<file path="config.mk">
export PLATFORM = sky130hd
export DESIGN_NAME = decode_stage
export DESIGN_NICKNAME = d
export VERILOG_FILES = /design/src/rtl/decode_stage.sv
export SDC_FILE = /design/constraint.sdc
export NUM_CORES = 1
export LEC_CHECK = 0
export ABC_CLOCK_PERIOD_IN_PS = 4980
export CAP_MARGIN = 40
export CORE_AREA = 5 5 135 137
export CTS_CLUSTER_DIAMETER = 40
export CTS_CLUSTER_SIZE = 12
export DETAILED_ROUTE_END_ITERATION = 16
export DIE_AREA = 0 0 140 142
export MAX_ROUTING_LAYER = met4
export PLACE_DENSITY = 0.81
export SETUP_SLACK_MARGIN = 0.05
export SYNTH_ARGS = -nofsm -noshare
export SYNTH_HDL_FRONTEND = slang
export SYNTH_SLANG_ARGS = --single-unit
export TNS_END_PERCENT = 5
</file>
<file path="constraint.sdc">
create_clock -name clk -period 4.98 [get_ports clk]
set_input_delay 0.996 -clock clk [delete_from_list [all_inputs] [get_ports clk]]
set_output_delay 0.996 -clock clk [all_outputs]
set_load 0.05 [all_outputs]
</file>
<file path="src/rtl/decode_stage.sv">
// decode_stage - instruction-decode stage of the pipelined MIPS core.
//
// Decodes the instruction in IF/ID, drives the register file read ports,
// forwards same-cycle writeback data into the operands, detects load-use
// hazards against the instruction in EX, and holds the ID/EX register.
//
// Ports
//   clk, rst_n           clock, synchronous active-low reset
//   if_valid/instr/pc4   IF/ID contents
//   flush                squash the instruction in ID (redirect from EX)
//   rf_read_reg1/2       register file read addresses (rs, rt), combinational
//   rf_read_data1/2      register file read data
//   wb_write_*           writeback port, used for same-cycle bypass
//   stall                hold PC and IF/ID this cycle
//   ex_*                 ID/EX pipeline register outputs
module decode_stage #(
  parameter int DATA_W = 32,
  parameter int REG_AW = 5
) (
  input  logic              clk,
  input  logic              rst_n,
  input  logic              if_valid,
  input  logic [DATA_W-1:0] if_instr,
  input  logic [DATA_W-1:0] if_pc4,
  input  logic              flush,
  output logic [REG_AW-1:0] rf_read_reg1,
  output logic [REG_AW-1:0] rf_read_reg2,
  input  logic [DATA_W-1:0] rf_read_data1,
  input  logic [DATA_W-1:0] rf_read_data2,
  input  logic [REG_AW-1:0] wb_write_reg,
  input  logic [DATA_W-1:0] wb_write_data,
  input  logic              wb_write_enable,
  output logic              stall,
  output logic              ex_valid,
  output logic [DATA_W-1:0] ex_pc4,
  output logic [DATA_W-1:0] ex_rs_data,
  output logic [DATA_W-1:0] ex_rt_data,
  output logic [DATA_W-1:0] ex_imm,
  output logic [REG_AW-1:0] ex_rs,
  output logic [REG_AW-1:0] ex_rt,
  output logic [REG_AW-1:0] ex_dest,
  output logic [25:0]       ex_jtarget,
  output logic [2:0]        ex_alu_op,
  output logic              ex_alu_src,
  output logic              ex_mem_read,
  output logic              ex_mem_write,
  output logic              ex_reg_write,
  output logic              ex_mem_to_reg,
  output logic              ex_branch,
  output logic              ex_jump
);

  localparam logic [5:0] OP_RTYPE = 6'h00;
  localparam logic [5:0] OP_J     = 6'h02;
  localparam logic [5:0] OP_BEQ   = 6'h04;
  localparam logic [5:0] OP_ADDI  = 6'h08;
  localparam logic [5:0] OP_LW    = 6'h23;
  localparam logic [5:0] OP_SW    = 6'h2B;

  localparam logic [2:0] ALU_ADD = 3'b000;
  localparam logic [2:0] ALU_SUB = 3'b001;
  localparam logic [2:0] ALU_AND = 3'b010;
  localparam logic [2:0] ALU_OR  = 3'b011;
  localparam logic [2:0] ALU_SLT = 3'b100;

  logic [5:0]        opcode;
  logic [5:0]        funct;
  logic [REG_AW-1:0] rs;
  logic [REG_AW-1:0] rt;
  logic [REG_AW-1:0] rd;

  assign opcode = if_instr[31:26];
  assign funct  = if_instr[5:0];
  assign rs     = if_instr[25:21];
  assign rt     = if_instr[20:16];
  assign rd     = if_instr[15:11];

  assign rf_read_reg1 = rs;
  assign rf_read_reg2 = rt;

  logic              d_valid;
  logic [2:0]        d_alu_op;
  logic              d_alu_src, d_mem_read, d_mem_write, d_reg_write;
  logic              d_mem_to_reg, d_branch, d_jump;
  logic [REG_AW-1:0] d_dest;
  logic              use_rs, use_rt;

  always_comb begin
    d_valid      = 1'b0;
    d_alu_op     = ALU_ADD;
    d_alu_src    = 1'b0;
    d_mem_read   = 1'b0;
    d_mem_write  = 1'b0;
    d_reg_write  = 1'b0;
    d_mem_to_reg = 1'b0;
    d_branch     = 1'b0;
    d_jump       = 1'b0;
    d_dest       = '0;
    use_rs       = 1'b0;
    use_rt       = 1'b0;
    case (opcode)
      OP_RTYPE: begin
        d_valid = 1'b1;
        case (funct)
          6'h20:   d_alu_op = ALU_ADD;
          6'h22:   d_alu_op = ALU_SUB;
          6'h24:   d_alu_op = ALU_AND;
          6'h25:   d_alu_op = ALU_OR;
          6'h2A:   d_alu_op = ALU_SLT;
          default: d_valid  = 1'b0;
        endcase
        d_reg_write = d_valid;
        d_dest      = d_valid ? rd : '0;
        use_rs      = d_valid;
        use_rt      = d_valid;
      end
      OP_LW: begin
        d_valid      = 1'b1;
        d_alu_src    = 1'b1;
        d_mem_read   = 1'b1;
        d_mem_to_reg = 1'b1;
        d_reg_write  = 1'b1;
        d_dest       = rt;
        use_rs       = 1'b1;
      end
      OP_SW: begin
        d_valid     = 1'b1;
        d_alu_src   = 1'b1;
        d_mem_write = 1'b1;
        use_rs      = 1'b1;
        use_rt      = 1'b1;
      end
      OP_BEQ: begin
        d_valid  = 1'b1;
        d_alu_op = ALU_SUB;
        d_branch = 1'b1;
        use_rs   = 1'b1;
        use_rt   = 1'b1;
      end
      OP_ADDI: begin
        d_valid     = 1'b1;
        d_alu_src   = 1'b1;
        d_reg_write = 1'b1;
        d_dest      = rt;
        use_rs      = 1'b1;
      end
      OP_J: begin
        d_valid = 1'b1;
        d_jump  = 1'b1;
      end
      default: d_valid = 1'b0;
    endcase
  end

  // Register 0 reads as zero; otherwise a same-cycle writeback wins over
  // the (not yet updated) register file contents.
  function automatic logic [DATA_W-1:0] operand(input logic [REG_AW-1:0] addr,
                                                input logic [DATA_W-1:0] rdata);
    if (addr == '0)
      return '0;
    else if (wb_write_enable && (wb_write_reg == addr))
      return wb_write_data;
    else
      return rdata;
  endfunction

  logic [DATA_W-1:0] rs_data, rt_data, imm;
  assign rs_data = operand(rs, rf_read_data1);
  assign rt_data = operand(rt, rf_read_data2);
  assign imm     = {{(DATA_W-16){if_instr[15]}}, if_instr[15:0]};

  logic hazard;
  assign hazard = ex_valid && ex_mem_read && (ex_dest != '0) && if_valid &&
                  ((use_rs && (ex_dest == rs)) || (use_rt && (ex_dest == rt)));
  // A redirect discards the dependent instruction, so there is nothing to hold.
  assign stall  = hazard && !flush;

  always_ff @(posedge clk) begin
    if (!rst_n || flush || stall || !if_valid || !d_valid) begin
      ex_valid      <= 1'b0;
      ex_pc4        <= '0;
      ex_rs_data    <= '0;
      ex_rt_data    <= '0;
      ex_imm        <= '0;
      ex_rs         <= '0;
      ex_rt         <= '0;
      ex_dest       <= '0;
      ex_jtarget    <= '0;
      ex_alu_op     <= '0;
      ex_alu_src    <= 1'b0;
      ex_mem_read   <= 1'b0;
      ex_mem_write  <= 1'b0;
      ex_reg_write  <= 1'b0;
      ex_mem_to_reg <= 1'b0;
      ex_branch     <= 1'b0;
      ex_jump       <= 1'b0;
    end else begin
      ex_valid      <= 1'b1;
      ex_pc4        <= if_pc4;
      ex_rs_data    <= rs_data;
      ex_rt_data    <= rt_data;
      ex_imm        <= imm;
      ex_rs         <= rs;
      ex_rt         <= rt;
      ex_dest       <= d_dest;
      ex_jtarget    <= if_instr[25:0];
      ex_alu_op     <= d_alu_op;
      ex_alu_src    <= d_alu_src;
      ex_mem_read   <= d_mem_read;
      ex_mem_write  <= d_mem_write;
      ex_reg_write  <= d_reg_write;
      ex_mem_to_reg <= d_mem_to_reg;
      ex_branch     <= d_branch;
      ex_jump       <= d_jump;
    end
  end

endmodule

</file>
# --- Word level (Yosys, flattened, before mapping) ---
# Index checks and enable logic that the tools add are counted.
word_totals:
  inputBits: 170
  reg_bits: 163
  output_inout_bits: 191
op_classes:
  mux: 18
  n_eq_ne: 14
  n_reduce_logical: 30
op_table:
  columns: ["op", "n"]
  rows:
  - ["32-bit two-way mux", 2]
  - ["6-bit equality test, second input constant", 7]
  - ["5-bit equality test", 4]
  - ["3-bit case mux with 4 select lines", 1]
  - ["5-bit zero test", 2]
  - ["5-bit case mux with 2 select lines", 1]
  - ["5-bit OR reduction", 2]
  - ["1-bit logical AND", 9]
  - ["1-bit two-way mux", 8]
  - ["1-bit case mux with 2 select lines", 4]
  - ["2-bit OR reduction", 4]
  - ["6-bit by 2-bit equality test with 1-bit output, second input constant", 1]
  - ["6-bit by 3-bit equality test with 1-bit output, second input constant", 1]
  - ["6-bit by 4-bit equality test with 1-bit output, second input constant", 1]
  - ["6-bit zero test", 1]
  - ["3-bit case mux with 2 select lines", 1]
  - ["1-bit logical OR", 5]
  - ["5-bit two-way mux", 1]
  - ["5-bit nonzero test", 1]
  - ["1-bit zero test", 4]
  - ["4-bit OR reduction", 1]
  - ["3-bit OR reduction", 1]

# --- Longest topological paths before layout ---
depth:
  word_depth: 13
  mapped_depth: 7
  ltp_nobuf: 5

# --- Worst setup path before layout ---
# No wires, ideal clock.
synth_path:
  path_kind: "input-to-output"
  from: "input if_instr[30]"
  to: "output stall"
  path_slack_ns: 1.047
  required_ns: 3.984
  path_stages: 6
  t_arrival_ns: 2.937
  cell_sequence: "or4b_1 nor4_4 a211oi_1 a221oi_4 buf_2 buf_4"
synth_between:
  elab_chain_len: 7
  word_cells_on_any_way: 14
  cone_classes: "eq/ne (4); mux (2); reduce/logical (8)"
synth_rtl:
  columns: ["element", "line_no", "rtl"]
  rows:
  - ["start: declaration", "23", "input logic [DATA_W-1:0] if_instr,"]
  - ["6-bit by 4-bit equality test with 1-bit output, or another cell as far along", "101", "case (opcode)"]
  - ["4-bit OR reduction (no line) or 2-bit OR reduction (tied branches)", null, null]
  - ["1-bit case mux with 2 select lines", "101", null]
  - ["1-bit logical AND", "174", "((use_rs && (ex_dest == rs)) || (use_rt && (ex_dest == rt)));"]
  - ["1-bit logical OR (*)", "174", null]
  - ["1-bit logical AND (*)", "173", "assign hazard = ex_valid && ex_mem_read && (ex_dest != '0) && if_valid &&"]
  - ["1-bit logical AND (*)", "176", "assign stall = hazard && !flush;"]
  - ["end: declaration", "33", "output logic stall,"]
# Mark *: on every way between the ends. The rest lies on a longest branch, timed or not.

# --- Worst setup path after layout ---
layout_path:
  from: "input if_instr[31]"
  to: "output stall"
# Same word-level chain as after synthesis.

==> impl_metrics.yaml <==
yosys:
  synth_seq_cells: 137
  synth_edf_count: 0
  synth_nets: 680
  yosysTopAreaCell: "dfxtp_1"
  synth_top_area_share_pct: 50.62
  seq_area_frac_synth_pct: 50.62
  synthCells: 510
  netlist_top_cells_count: "dfxtp_1, mux2i_1, nor3b_1, buf_4, nor3_1"
  async_flop_share_pct: 0
  syn_area_per_cell_um2: 10.62
  netlist_area_um2: 5418
  synth_ff_type: "dfxtp_1"
  yosysWarnings: 0
  ys_types: 38
  yosysMostFrequentCell: "dfxtp_1"
  synth_area_leaders: "dfxtp_1, mux2i_1, nor3b_1"
pwr:
  power_mw: 2.563
  pwr-share-clk_pct: 45.8
  p_sw_uw: 597.0
  p_int_mw: 1.966
  p_comb_share_pct: 11.2
  seq_power_share_pct: 43.0
  ir_drop_v: 0.0001970
  leakage_nw: 3.165
  power_density_nw_per_um2: 271.9
  swShare_pct: 23.29
final_layout:
  syn2layout_area_growth_pct: 74.02
  finalNetCount: 979
  register_area_um2: 2743
  nFillCells: 1531
  drive_gt1_share_pct: 6.090
  reg_top3: "ex_pc4 (32), ex_rs_data (32), ex_rt_data (32)"
  multiInputGateArea_um2: 2128
setup_path:
  r2r-start: "ex_dest[0]"
  worstRegToRegCells: 6
  cp_slowest_cell: "or4_4"
  cp.required_ns: 3.98
  arrival_ns: 3.41
  path_class: "primary input to primary output"
  r2r_end: "ex_rt_data[27]"
  crit_family: "simple AND/OR/NAND/NOR gates"
  startpoint_type: "primary input"
  slowest_delay_ns: 0.57
  path_cells: "clkdlybuf4s50_1, or4_4, nor4_4, a211oi_1, a221oi_4, buf_12"
  r2r_setup_slack_ns: 2.47
  crit_buf_inv: 2
  crit_path_end_kind: "primary output"
  critPathMaxFanout: 8
clock_network:
  cts_repair_resize_count: 0
  cts_hold_buffers: 0
  clock_latency_ns: 0.41
  cts_setup_buffers: 0
  clock-sinks: 137
  cts-buffers-inserted: 17
  cts_root_buf: "clkbuf_16"
  clk_path_buf_depth: 2
  path_clk_slew_ns: 0.06
  cts_tree: "built"
  h-tree-depth: 4
worst_hold_path:
  hold_depth: 3
  hold_class: "flop to flop"
  worstHoldEndpoint: "ex_branch"
  hold_start: "ex_dest[0]"
global_route:
  grt-ovfl-total: 0
  grt_pass1_vias: 5267
  antenna_found_initial: 1
  grt_usage_pct: 20.14
  grt_max_degree: 135
  grt_pass1_wl_mm: 29.66
status:
  run_status: "completed"
floorplan:
  die_w_um: 140
  row_count: 48
  coreArea_um2: 16940
  die_y_um: 142
  ioPinCount: 361
  die_area_um2: 19880
  initial_core_util_pct: 31.99
placement:
  hpwl_mm: 15.39
  port_buffers: 360
  gp_congestion: 0.8339
detailed_routing:
  viasPerCell: 4.798
  first_iter_violations: 288
  ant_nets: 0
  dr.pass1.iters: 4
  drc: 0
  routed_wl_mm: 20.28
  vias: 5023
  routedWlPerCell_um: 19.37
timing:
  hold_viol: 0
  worst_pin_slew_ns: 0.9071
  worst_slew_margin_rel_pct: 39.30
  finalSetupViolCount: 0
  period_share_pct: 88.40
  fin_tns_setup_ns: 0
  fin_crit_ns: 4.402
  clock_skew_ns: 0.007063
  maxSlewViolCount: 0
  rsz0062_at_grt: "no"
  fmax_mhz: 227.2
job:
  drv_cap: 0
## per-layer routing
metal	wire (um)	GRT usage, %	vias up
met5	0	-	-
met4	342	6.578	0
met3	2170	8.401	21
met2	10190	34.44	274
met1	7570	21.19	2359
li1	-	-	2369
## worst max-delay path by stage
stage | slack [ns] | end | from | cells after the start
5_1_grt | 0.49 | stall | if_instr[26] | 6
6_report | 0.58 | stall | if_instr[31] | 6
3_3_place_gp | 0.68 | stall | if_instr[26] | 6
2_1_floorplan | 1.05 | stall | if_instr[30] | 6
4_1_cts | 0.58 | stall | if_instr[26] | 6
3_5_place_dp | 0.59 | stall | if_instr[26] | 6
## area by class of cell
type	count	share of cell area [%]
timing repair buffer	370	39.47
sequential	137	29.09
multi-input combinational	282	22.57
clock buffer	20	4.738
tap	225	2.986
clock inverter	11	1.075
inverter	1	0.03981
antenna	1	0.02654
## kinds of logic after synthesis
| family | share of synthesized area [%] |
|---|---|
| xor+xnor | 3.395 |
| buf+inv | 10.42 |
| compound gates | 2.217 |
| simple gates | 21.32 |
| flops | 50.62 |
| mux | 12.03 |
## metrics by stage
step	setup WS (ns)	util (%)	instance area [um^2]	instances	hold WS [ns]
3_3_place_gp	0.6813	52.33	8862	1014	0.9770
3_5_place_dp	0.5910	52.42	8877	1015	0.9661
5_1_grt	0.4872	55.67	9428	1047	1.066
4_1_cts	0.5823	55.65	9425	1046	0.9829
2_1_floorplan	1.047	-	5418	510	1.115
6_report	0.5778	55.67	9428	1047	1.020
## cells in the final DEF, fill, tap and decap left out, types with 4 or more instances in the layout
cell / synthesis / layout
xnor2_1: 7 / 7
buf_4: 58 / 7
clkdlybuf4s50_1: 0 / 359
clkinvlp_4: 0 / 4
dfxtp_1: 137 / 137
clkbuf_16: 0 / 17
nor4_1: 32 / 32
nor3_1: 50 / 50
nor2_1: 8 / 8
nor3b_1: 59 / 59
mux2i_1: 64 / 64
nor2b_1: 4 / 4
xor2_1: 14 / 14
a22oi_1: 5 / 5
## power by group through the flow
stage          clock network, mW  logic (mW)  registers, mW
2_1_floorplan                  0      0.0877           1.14
3_3_place_gp                   0       0.283           1.13
3_5_place_dp                   0       0.287           1.13
4_1_cts                     1.20       0.289           1.10
5_1_grt                     1.25       0.302           1.10
6_report                    1.17       0.286           1.10
## worst reg2reg max path: cells and delay by family, from the launching register on
family,cells,cell delay [ns]
compound gates,1,0.52
xor+xnor,1,0.10
buf+inv,1,0.48
flops,1,0.44
simple gates,3,0.81
No activity file was read; power rests on OpenSTA's default activity.
